[src/rtl/mem_param_rw_pkg.sv]
`default_nettype none
// ============================================================================
//  Module      : mem_param_rw_pkg
//  Description : Shared types for the parametrised single-port memory and
//                its environment. The request/response structs use the
//                default 32-bit x 16-word geometry. The RTL builds its own
//                width-matched response type from the same field layout.
//  Revision    : 1.0  initial release
// ============================================================================
package mem_param_rw_pkg;

    localparam int MAX_RD_LAT = 4;

    localparam int PKG_WIDTH  = 32;
    localparam int PKG_DEPTH  = 16;
    localparam int PKG_ADDR_W = $clog2(PKG_DEPTH);
    localparam int PKG_BE_W   = PKG_WIDTH / 8;

    typedef struct packed {
        logic                  we;
        logic [PKG_ADDR_W-1:0] addr;
        logic [PKG_WIDTH-1:0]  wdata;
        logic [PKG_BE_W-1:0]   be;
    } mem_req_t;

    typedef struct packed {
        logic [PKG_WIDTH-1:0] rdata;
        logic                 err;
    } mem_rsp_t;

    typedef enum logic [0:0] {
        CLEAR = 1'b0,
        RUN   = 1'b1
    } mem_state_e;

endpackage
`default_nettype wire

[src/rtl/mem_rsp_fifo.sv]
`default_nettype none
// ============================================================================
//  Module      : mem_rsp_fifo
//  Description : Synchronous FIFO of response records with occupancy count.
//                The depth does not need to be a power of two.
//                The caller must never push when the FIFO is full or pop
//                when it is empty. The memory's outstanding counter already
//                guarantees both conditions.
//  Ports       : clk, rst_n        clock / async active-low reset
//                i_push, i_push_data  enqueue strobe and record
//                i_pop             dequeue strobe (head advances)
//                o_head            oldest record (valid when o_count != 0)
//                o_count           current occupancy
//  Revision    : 1.0  initial release
// ============================================================================
module mem_rsp_fifo
    import mem_param_rw_pkg::*;
#(
    parameter type T     = mem_rsp_t,
    parameter int  DEPTH = 3,
    parameter int  PTR_W = (DEPTH > 1) ? $clog2(DEPTH) : 1,
    parameter int  CNT_W = $clog2(DEPTH + 1)
) (
    input  logic             clk,
    input  logic             rst_n,
    input  logic             i_push,
    input  T                 i_push_data,
    input  logic             i_pop,
    output T                 o_head,
    output logic [CNT_W-1:0] o_count
);

    localparam logic [PTR_W-1:0] c_ptr_last = PTR_W'(DEPTH - 1);

    T                 r_mem [DEPTH];
    logic [PTR_W-1:0] r_wr_ptr;
    logic [PTR_W-1:0] r_rd_ptr;
    logic [CNT_W-1:0] r_count;

    function automatic logic [PTR_W-1:0] ptr_inc(input logic [PTR_W-1:0] p);
        return (p == c_ptr_last) ? '0 : p + 1'b1;
    endfunction

    // Storage is not reset: occupancy alone decides what is valid.
    always_ff @(posedge clk) begin
        if (i_push) begin
            r_mem[r_wr_ptr] <= i_push_data;
        end
    end

    always_ff @(posedge clk or negedge rst_n) begin
        if (!rst_n) begin
            r_wr_ptr <= '0;
            r_rd_ptr <= '0;
            r_count  <= '0;
        end else begin
            if (i_push) r_wr_ptr <= ptr_inc(r_wr_ptr);
            if (i_pop)  r_rd_ptr <= ptr_inc(r_rd_ptr);
            case ({i_push, i_pop})
                2'b10:   r_count <= r_count + 1'b1;
                2'b01:   r_count <= r_count - 1'b1;
                default: r_count <= r_count;
            endcase
        end
    end

    assign o_head  = r_mem[r_rd_ptr];
    assign o_count = r_count;

endmodule
`default_nettype wire

[src/rtl/mem_param_rw.sv]
`default_nettype none
// ============================================================================
//  Module      : mem_param_rw
//  Description : Parametrised single-port synchronous memory. It accepts
//                requests through a valid/ready handshake and returns read
//                responses in order with back-pressure. A clear sequencer
//                runs after reset, and out-of-range accesses are reported.
//  Ports       : clk, rst_n                       clock / async active-low reset
//                req_valid/req_ready              request handshake
//                req_we, req_addr, req_wdata, req_be  request payload
//                rsp_valid/rsp_ready              response handshake
//                rsp_rdata, rsp_err               response payload
//                wr_err                           out-of-range write pulse
//                init_done                        clear sequence finished
//  Revision    : 1.0  initial release
// ============================================================================
module mem_param_rw
    import mem_param_rw_pkg::*;
#(
    parameter int WIDTH  = 32,
    parameter int DEPTH  = 16,
    parameter int RD_LAT = 2,
    parameter int ADDR_W = $clog2(DEPTH),
    parameter int BE_W   = WIDTH / 8
) (
    input  logic              clk,
    input  logic              rst_n,
    input  logic              req_valid,
    output logic              req_ready,
    input  logic              req_we,
    input  logic [ADDR_W-1:0] req_addr,
    input  logic [WIDTH-1:0]  req_wdata,
    input  logic [BE_W-1:0]   req_be,
    output logic              rsp_valid,
    input  logic              rsp_ready,
    output logic [WIDTH-1:0]  rsp_rdata,
    output logic              rsp_err,
    output logic              wr_err,
    output logic              init_done
);

    localparam int BUF_DEPTH = RD_LAT + 1;
    localparam int CNT_W     = $clog2(BUF_DEPTH + 1);

    localparam logic [ADDR_W-1:0] c_clr_last = ADDR_W'(DEPTH - 1);
    localparam logic [ADDR_W:0]   c_depth    = (ADDR_W + 1)'(DEPTH);
    localparam logic [CNT_W-1:0]  c_out_max  = CNT_W'(BUF_DEPTH);

    typedef struct packed {
        logic [WIDTH-1:0] rdata;
        logic             err;
    } rsp_t;

    mem_state_e        r_state;
    mem_state_e        w_state_nxt;
    logic [ADDR_W-1:0] r_clr_ptr;
    logic [WIDTH-1:0]  r_mem [DEPTH];
    logic [CNT_W-1:0]  r_outstanding;
    logic              r_wr_err;

    logic              w_run;
    logic              w_oob;
    logic              w_acc;
    logic              w_rd_acc;
    logic              w_wr_acc;
    logic              w_pop;
    logic              w_push;
    rsp_t              w_rd_rsp;
    rsp_t              w_push_data;
    rsp_t              w_head;
    logic [CNT_W-1:0]  w_fifo_cnt;

    // ------------------------------------------------------------------
    // Clear sequencer / run state
    // ------------------------------------------------------------------
    always_ff @(posedge clk or negedge rst_n) begin
        if (!rst_n) begin
            r_state   <= CLEAR;
            r_clr_ptr <= '0;
        end else begin
            r_state <= w_state_nxt;
            if (r_state == CLEAR) begin
                r_clr_ptr <= r_clr_ptr + 1'b1;
            end
        end
    end

    always_comb begin
        w_state_nxt = r_state;
        w_run       = 1'b0;
        case (r_state)
            CLEAR: begin
                if (r_clr_ptr == c_clr_last) w_state_nxt = RUN;
            end
            RUN: begin
                w_run = 1'b1;
            end
            default: w_state_nxt = CLEAR;
        endcase
    end

    // ------------------------------------------------------------------
    // Request acceptance
    // ------------------------------------------------------------------
    // Reads in flight are bounded by the buffer depth, so the buffer
    // never overflows. Writes share the same gate to keep the port simple.
    assign req_ready = w_run && (r_outstanding < c_out_max);
    assign w_acc     = req_valid && req_ready;
    assign w_rd_acc  = w_acc && !req_we;
    assign w_wr_acc  = w_acc &&  req_we;
    assign w_oob     = ({1'b0, req_addr} >= c_depth);

    // ------------------------------------------------------------------
    // Storage: clear sweep has priority; requests are blocked meanwhile
    // ------------------------------------------------------------------
    always_ff @(posedge clk) begin
        if (r_state == CLEAR) begin
            r_mem[r_clr_ptr] <= '0;
        end else if (w_wr_acc && !w_oob) begin
            for (int b = 0; b < BE_W; b++) begin
                if (req_be[b]) begin
                    r_mem[req_addr][8*b +: 8] <= req_wdata[8*b +: 8];
                end
            end
        end
    end

    // An out-of-range read returns zero data and never indexes the array.
    assign w_rd_rsp.rdata = w_oob ? '0 : r_mem[req_addr];
    assign w_rd_rsp.err   = w_oob;

    // ------------------------------------------------------------------
    // Read latency pipeline: RD_LAT-1 stages in front of the buffer
    // ------------------------------------------------------------------
    if (RD_LAT == 1) begin : g_lat1
        assign w_push      = w_rd_acc;
        assign w_push_data = w_rd_rsp;
    end else begin : g_pipe
        logic [RD_LAT-2:0] r_pv;
        rsp_t              r_pd [RD_LAT-1];

        always_ff @(posedge clk or negedge rst_n) begin
            if (!rst_n) begin
                r_pv <= '0;
            end else begin
                r_pv[0] <= w_rd_acc;
                for (int s = 1; s < RD_LAT - 1; s++) begin
                    r_pv[s] <= r_pv[s-1];
                end
            end
        end

        always_ff @(posedge clk) begin
            if (w_rd_acc) r_pd[0] <= w_rd_rsp;
            for (int s = 1; s < RD_LAT - 1; s++) begin
                if (r_pv[s-1]) r_pd[s] <= r_pd[s-1];
            end
        end

        assign w_push      = r_pv[RD_LAT-2];
        assign w_push_data = r_pd[RD_LAT-2];
    end

    // ------------------------------------------------------------------
    // Response buffer and outstanding count
    // ------------------------------------------------------------------
    mem_rsp_fifo #(
        .T     (rsp_t),
        .DEPTH (BUF_DEPTH)
    ) u_rsp_fifo (
        .clk         (clk),
        .rst_n       (rst_n),
        .i_push      (w_push),
        .i_push_data (w_push_data),
        .i_pop       (w_pop),
        .o_head      (w_head),
        .o_count     (w_fifo_cnt)
    );

    assign rsp_valid = (w_fifo_cnt != '0);
    assign w_pop     = rsp_valid && rsp_ready;
    // The buffer storage is not reset, so the payload is forced to zero
    // while no response is present.
    assign rsp_rdata = rsp_valid ? w_head.rdata : '0;
    assign rsp_err   = rsp_valid & w_head.err;

    always_ff @(posedge clk or negedge rst_n) begin
        if (!rst_n) begin
            r_outstanding <= '0;
            r_wr_err      <= 1'b0;
        end else begin
            case ({w_rd_acc, w_pop})
                2'b10:   r_outstanding <= r_outstanding + 1'b1;
                2'b01:   r_outstanding <= r_outstanding - 1'b1;
                default: r_outstanding <= r_outstanding;
            endcase
            r_wr_err <= w_wr_acc && w_oob;
        end
    end

    assign wr_err    = r_wr_err;
    assign init_done = w_run;

endmodule
`default_nettype wire

[config.mk]
export PLATFORM = sky130hd
export DESIGN_NAME = mem_param_rw
export DESIGN_NICKNAME = d
export VERILOG_FILES = /design/src/rtl/mem_param_rw_pkg.sv /design/src/rtl/mem_rsp_fifo.sv /design/src/rtl/mem_param_rw.sv
export SDC_FILE = /design/constraint.sdc
export NUM_CORES = 1
export LEC_CHECK = 0
export ABC_AREA = 1
export BUFFER_PORTS_ARGS = -buffer_cell sky130_fd_sc_hd__buf_4
export CAP_MARGIN = 20
export CORE_MARGIN = 4
export CORE_UTILIZATION = 36
export DETAILED_ROUTE_END_ITERATION = 8
export PLACE_DENSITY = 0.49
export SYNTH_ARGS = -nofsm -noshare
export SYNTH_HDL_FRONTEND = slang
export SYNTH_HIERARCHICAL = 1
export SYNTH_SLANG_ARGS = --single-unit
[constraint.sdc]
create_clock -name clk -period 4.7 [get_ports clk]
set_clock_uncertainty 0.15 [all_clocks]
set_input_delay 0.235 -clock clk [delete_from_list [all_inputs] [get_ports clk]]
set_output_delay 0.235 -clock clk [all_outputs]
set_load 0.03 [all_outputs]
==> tab_implementation.tex <==
\begin{tabular}{lr}
\hline
Metric & Value \\
\hline
\multicolumn{2}{l}{\textbf{Synthesis}} \\
\quad Async S/R FF share, synth & 2.131\% \\
\quad Ys flop type & sky130\_fd\_sc\_hd\_\_edfxtp\_1 \\
\quad Cell taking the most area after synthesis & sky130\_fd\_sc\_hd\_\_edfxtp\_1 \\
\quad Leading cell types by total area after synthesis & sky130\_fd\_sc\_hd\_\_edfxtp\_1 74\%, sky130\_fd\_sc\_hd\_\_nor2\_1 5.6\%, sky130\_fd\_sc\_hd\_\_o21ai\_0 5.0\% \\
\quad Fraction of synthesized cell area taken by the top area cell type & 74.10\% \\
\quad Most numerous cell in the Yosys netlist & sky130\_fd\_sc\_hd\_\_edfxtp\_1 \\
\quad Register area share after synthesis & 75.44\% \\
\quad Cell Area, Synth & 26060 um\^{}2 \\
\quad Number of synthesized flops with an enable pin & 643 \\
\quad Top post-synthesis cells by count & 643 x sky130\_fd\_sc\_hd\_\_edfxtp\_1, 388 x sky130\_fd\_sc\_hd\_\_nor2\_1, 261 x sky130\_fd\_sc\_hd\_\_o21ai\_0, 144 x sky130\_fd\_sc\_hd\_\_nand2\_1, 91 x sky130\_fd\_sc\_hd\_\_o221ai\_1 \\
\quad Distinct cell type count of the synthesized netlist & 31 \\
\quad Instance count of the mapped netlist & 1966 \\
\quad Per-instance average area after synthesis & roughly 13 um\^{}2 \\
\quad Flip-flop and latch count after synthesis & around 660 \\
\quad Count of warnings emitted by yosys & 6 \\
\multicolumn{2}{l}{\textbf{Global routing}} \\
\quad First-pass GRT wire length & 102100 um \\
\quad Maximum number of pins on one net before global-route repair & 93 \\
\quad Antenna violations before repair & 1 \\
\quad Overflow after GRT & 0 \\
\quad Total global-route track usage & about 18\% \\
\quad Number of global-route vias before repair & between 15000 and 20000 \\
\multicolumn{2}{l}{\textbf{Critical path}} \\
\quad Delay of the slowest cell on the worst path & around 870 ps \\
\quad Standard cell with the maximum stage delay on the critical path & sky130\_fd\_sc\_hd\_\_nor2\_1 \\
\quad Critical Path Most Common Cell & sky130\_fd\_sc\_hd\_\_nand2\_2 \\
\quad Kind of cell adding the most delay to the critical path & simple AND/OR/NAND/NOR gates \\
\quad Reg-to-reg startpoint & r\_outstanding[0]\$\_DFFE\_PN0P\_ \\
\quad Internal reg-to-reg setup slack & 1700 ps \\
\quad Peak fanout along the critical path & 9 \\
\quad Worst Setup Start Kind & flop \\
\quad Depth of the worst register-to-register path & 9 \\
\quad CP Launch Point & r\_outstanding[0]\$\_DFFE\_PN0P\_ \\
\quad Combined buffer and inverter count along the critical path & 0 \\
\quad Required time of the critical path & 4760 ps \\
\quad WP data arrival & slightly above 3000 ps \\
\quad Element type at the critical path end & flop \\
\quad Critical path class & reg2reg \\
\quad Reg-to-Reg End & r\_mem[1][5]\$\_DFFE\_PP\_ \\
\quad Cells traversed along the worst timing path & nand2\_2 -> nand3\_2 -> nor2\_4 -> o21ai\_4 -> nand3\_1 -> nand2\_2 -> nor2\_4 -> nand2\_2 -> nor2\_1 \\
\multicolumn{2}{l}{\textbf{Timing}} \\
\quad Maximum achievable frequency & 333.7 MHz \\
\quad Slew at the pin closest to its max-slew limit & around 1100 ps \\
\quad Max-slew violation total from the final report & 0 \\
\quad Worst hold slack after final layout & 32.65 ps \\
\quad Number of hold violations in the final report & 0 \\
\quad TNS Setup & 0 ps \\
\quad Max\_slew headroom & 25.76\% \\
\quad Setup Viol. Count Final & 0 \\
\quad Slack of the critical path & 1703 ps \\
\quad Fin crit share & 63.76\% \\
\quad Setup repair after global routing missed its margin & false \\
\quad Final Critical Period & 2997 ps \\
\multicolumn{2}{l}{\textbf{Floorplan}} \\
\quad Core area & 71610 um\^{}2 \\
\quad Die footprint & 76750 um\^{}2 \\
\quad Effective utilization at floorplan & a little over a third \\
\quad Overall die width & $\sim$280 um \\
\quad Ports & 82 \\
\quad Placement row count & 98 \\
\quad Vertical extent of the die & roughly 280 um \\
\multicolumn{2}{l}{\textbf{CTS}} \\
\quad Total CTS buffers & 71 \\
\quad Clock Path Buffers & 3 \\
\quad Number of sinks driven by the clock tree & around 660 \\
\quad Clock transition time at the flip-flop clock pins of the worst setup and hold paths & 60 ps \\
\quad Clock latency on the worst-skew pair & 590 ps \\
\quad CTS tree & yes \\
\quad Root buffer cell & sky130\_fd\_sc\_hd\_\_clkbuf\_16 \\
\quad Count of cells resized by post-cts repair & 0 \\
\quad H-tree levels & 3 \\
\multicolumn{2}{l}{\textbf{Placement}} \\
\quad Inst Count DP & about 3000 \\
\quad Buffers on Ports & 80 \\
\quad Placed cell areas & 27900 um\^{}2 \\
\quad Placement Setup Slack & 1565 ps \\
\quad Placer congestion estimate & 0.7345 \\
\quad Detailed placer's ending HPWL & 38560 um \\
\multicolumn{2}{l}{\textbf{Layout}} \\
\quad Share of layout cells above drive strength 1 & roughly 15\% \\
\quad Final layout net count & about 2100 \\
\quad Growth of design area from synthesis to finish & 15.99\% \\
\quad Util after Layout & 42.21\% \\
\quad Summed area of non-filler cells in the final layout & 30230 um\^{}2 \\
\quad Post-route non-filler standard cell count & 3089 \\
\multicolumn{2}{l}{\textbf{Min path}} \\
\quad Cells on Worst Hold Path & 3 \\
\quad Hold EP & r\_mem[14][15]\$\_DFFE\_PP\_ \\
\quad Worst hold start & req\_wdata[15] \\
\quad Hold Path Class & in2reg \\
\multicolumn{2}{l}{\textbf{Power and ir drop}} \\
\quad Highest ir drop seen on vdd & 0.4084 mV \\
\quad Final total power & 14.51 mW \\
\quad Static leakage & around 11 nW \\
\quad Power density over the cells & 479.9 nW/um\^{}2 \\
\multicolumn{2}{l}{\textbf{Routing}} \\
\quad Number of search-and-repair iterations in the first detailed-routing pass & 7 \\
\quad Routed vias/inst & slightly above 5 \\
\quad Remaining design rule violation count & 0 \\
\quad Antenna-violating nets left & 0 \\
\quad Via count & 16040 \\
\quad Final routed wirelength across all metal layers & 69060 um \\
\quad 1st-iter DRT viols & 1233 \\
\quad Routed wire per std cell & 22.36 um \\
\multicolumn{2}{l}{\textbf{Job}} \\
\quad Max-cap violations & 0 \\
\multicolumn{2}{l}{\textbf{Status}} \\
\quad Run status & finished, final reports clean \\
\hline
\end{tabular}
## sequential cells by signal, summed over array words and instances, names as in the netlist
name and cells:
u_rsp_fifo/r_rd_ptr 2, u_rsp_fifo/r_mem 99, u_rsp_fifo/o_count 2, g_pipe.r_pv 1, r_outstanding 2, r_state 1
u_rsp_fifo/r_wr_ptr 2, r_mem 512, g_pipe.r_pd 32, r_clr_ptr 4
## layout by cell type (no fill, tap or decap), types with 2 or more instances in the layout
cell	instances
sky130_fd_sc_hd__o21ai_0	261
sky130_fd_sc_hd__nand3_2	5
sky130_fd_sc_hd__o22ai_1	37
sky130_fd_sc_hd__nand2_1	144
sky130_fd_sc_hd__xnor2_1	4
sky130_fd_sc_hd__nand2_2	29
sky130_fd_sc_hd__a21oi_1	6
sky130_fd_sc_hd__clkinv_2	13
sky130_fd_sc_hd__nand4_1	2
sky130_fd_sc_hd__clkbuf_1	22
sky130_fd_sc_hd__buf_4	158
sky130_fd_sc_hd__clkinv_1	12
sky130_fd_sc_hd__o221ai_1	91
sky130_fd_sc_hd__dfrtp_1	14
sky130_fd_sc_hd__o211ai_1	37
sky130_fd_sc_hd__nand3_1	66
sky130_fd_sc_hd__clkbuf_8	3
sky130_fd_sc_hd__clkbuf_16	74
sky130_fd_sc_hd__conb_1	4
sky130_fd_sc_hd__nand3b_1	2
sky130_fd_sc_hd__inv_6	3
sky130_fd_sc_hd__xor2_1	2
sky130_fd_sc_hd__ha_1	3
sky130_fd_sc_hd__inv_1	84
sky130_fd_sc_hd__clkinvlp_4	2
sky130_fd_sc_hd__nor2_1	386
sky130_fd_sc_hd__edfxtp_1	643
sky130_fd_sc_hd__dlygate4sd3_1	6
sky130_fd_sc_hd__o21ai_4	2
sky130_fd_sc_hd__bufinv_16	4
sky130_fd_sc_hd__nor2_4	12
## worst register-to-register path: cells and delay by family (launching register included)
family / cells / cell delay, ps
flip-flops: 1 / 430
AO/OA/AOI/OAI: 1 / 180
AND/OR/NAND/NOR: 8 / 1860
## power breakdown
part	internal [mW]	total, mW	switching (mW)	leakage (nW)
Combinational	0.674	2.36	1.68	3.13
Clock	3.11	5.29	2.18	1.07
Sequential	6.77	6.86	0.0843	6.90
## logic make-up after synthesis
family	synth area share, %
other	0.01439
DFF	75.44
buffers and inverters	3.414
adders and majority gates	0.1441
AOI/OAI and AO/OA	10.29
and+or+nand+nor	10.50
xor gates and xnor gates	0.2017
## cell type report
cell class                      instances  area [um^2]
Inverter                               90        344.1
Timing Repair Buffer                  168         1299
Clock buffer                           96         1934
Sequential cell                       657        19660
Tap cell                              950         1189
Antenna cell                            1        2.502
Fill cell                            6658        41380
Clock inverter                         30        262.8
Multi-Input combinational cell       1097         5535
## per-layer routing
layer  part of all wire [%]  GRT usage [%]
met1                     45          24.51
met2                     48          28.98
met3                    4.7          2.470
met4                    2.3          5.265
met5                      0              0
## what timing repair did
item | 4_1_cts | 5_1_grt
endpoints found under the hold margin | 17 | 3
hold buffers | 4 | 2
setup buffers | 0 | 0
endpoints found under the setup margin | 0 | 0
## worst max path at each step
| stage | endpoint | slack [ps] | depth (start not counted) |
|---|---|---|---|
| floorplan | u_rsp_fifo/r_mem[2][0]$_DFFE_PP_ | 1390 | 2 |
| global placement | r_mem[2][14]$_DFFE_PP_ | 1570 | 7 |
| detailed placement | r_mem[3][15]$_DFFE_PP_ | 1570 | 7 |
| CTS | rsp_rdata[12] | 1580 | 7 |
| global route | rsp_rdata[25] | 1390 | 7 |
| finish | r_mem[1][5]$_DFFE_PP_ | 1700 | 9 |
Power figures use the tool's default switching activity.
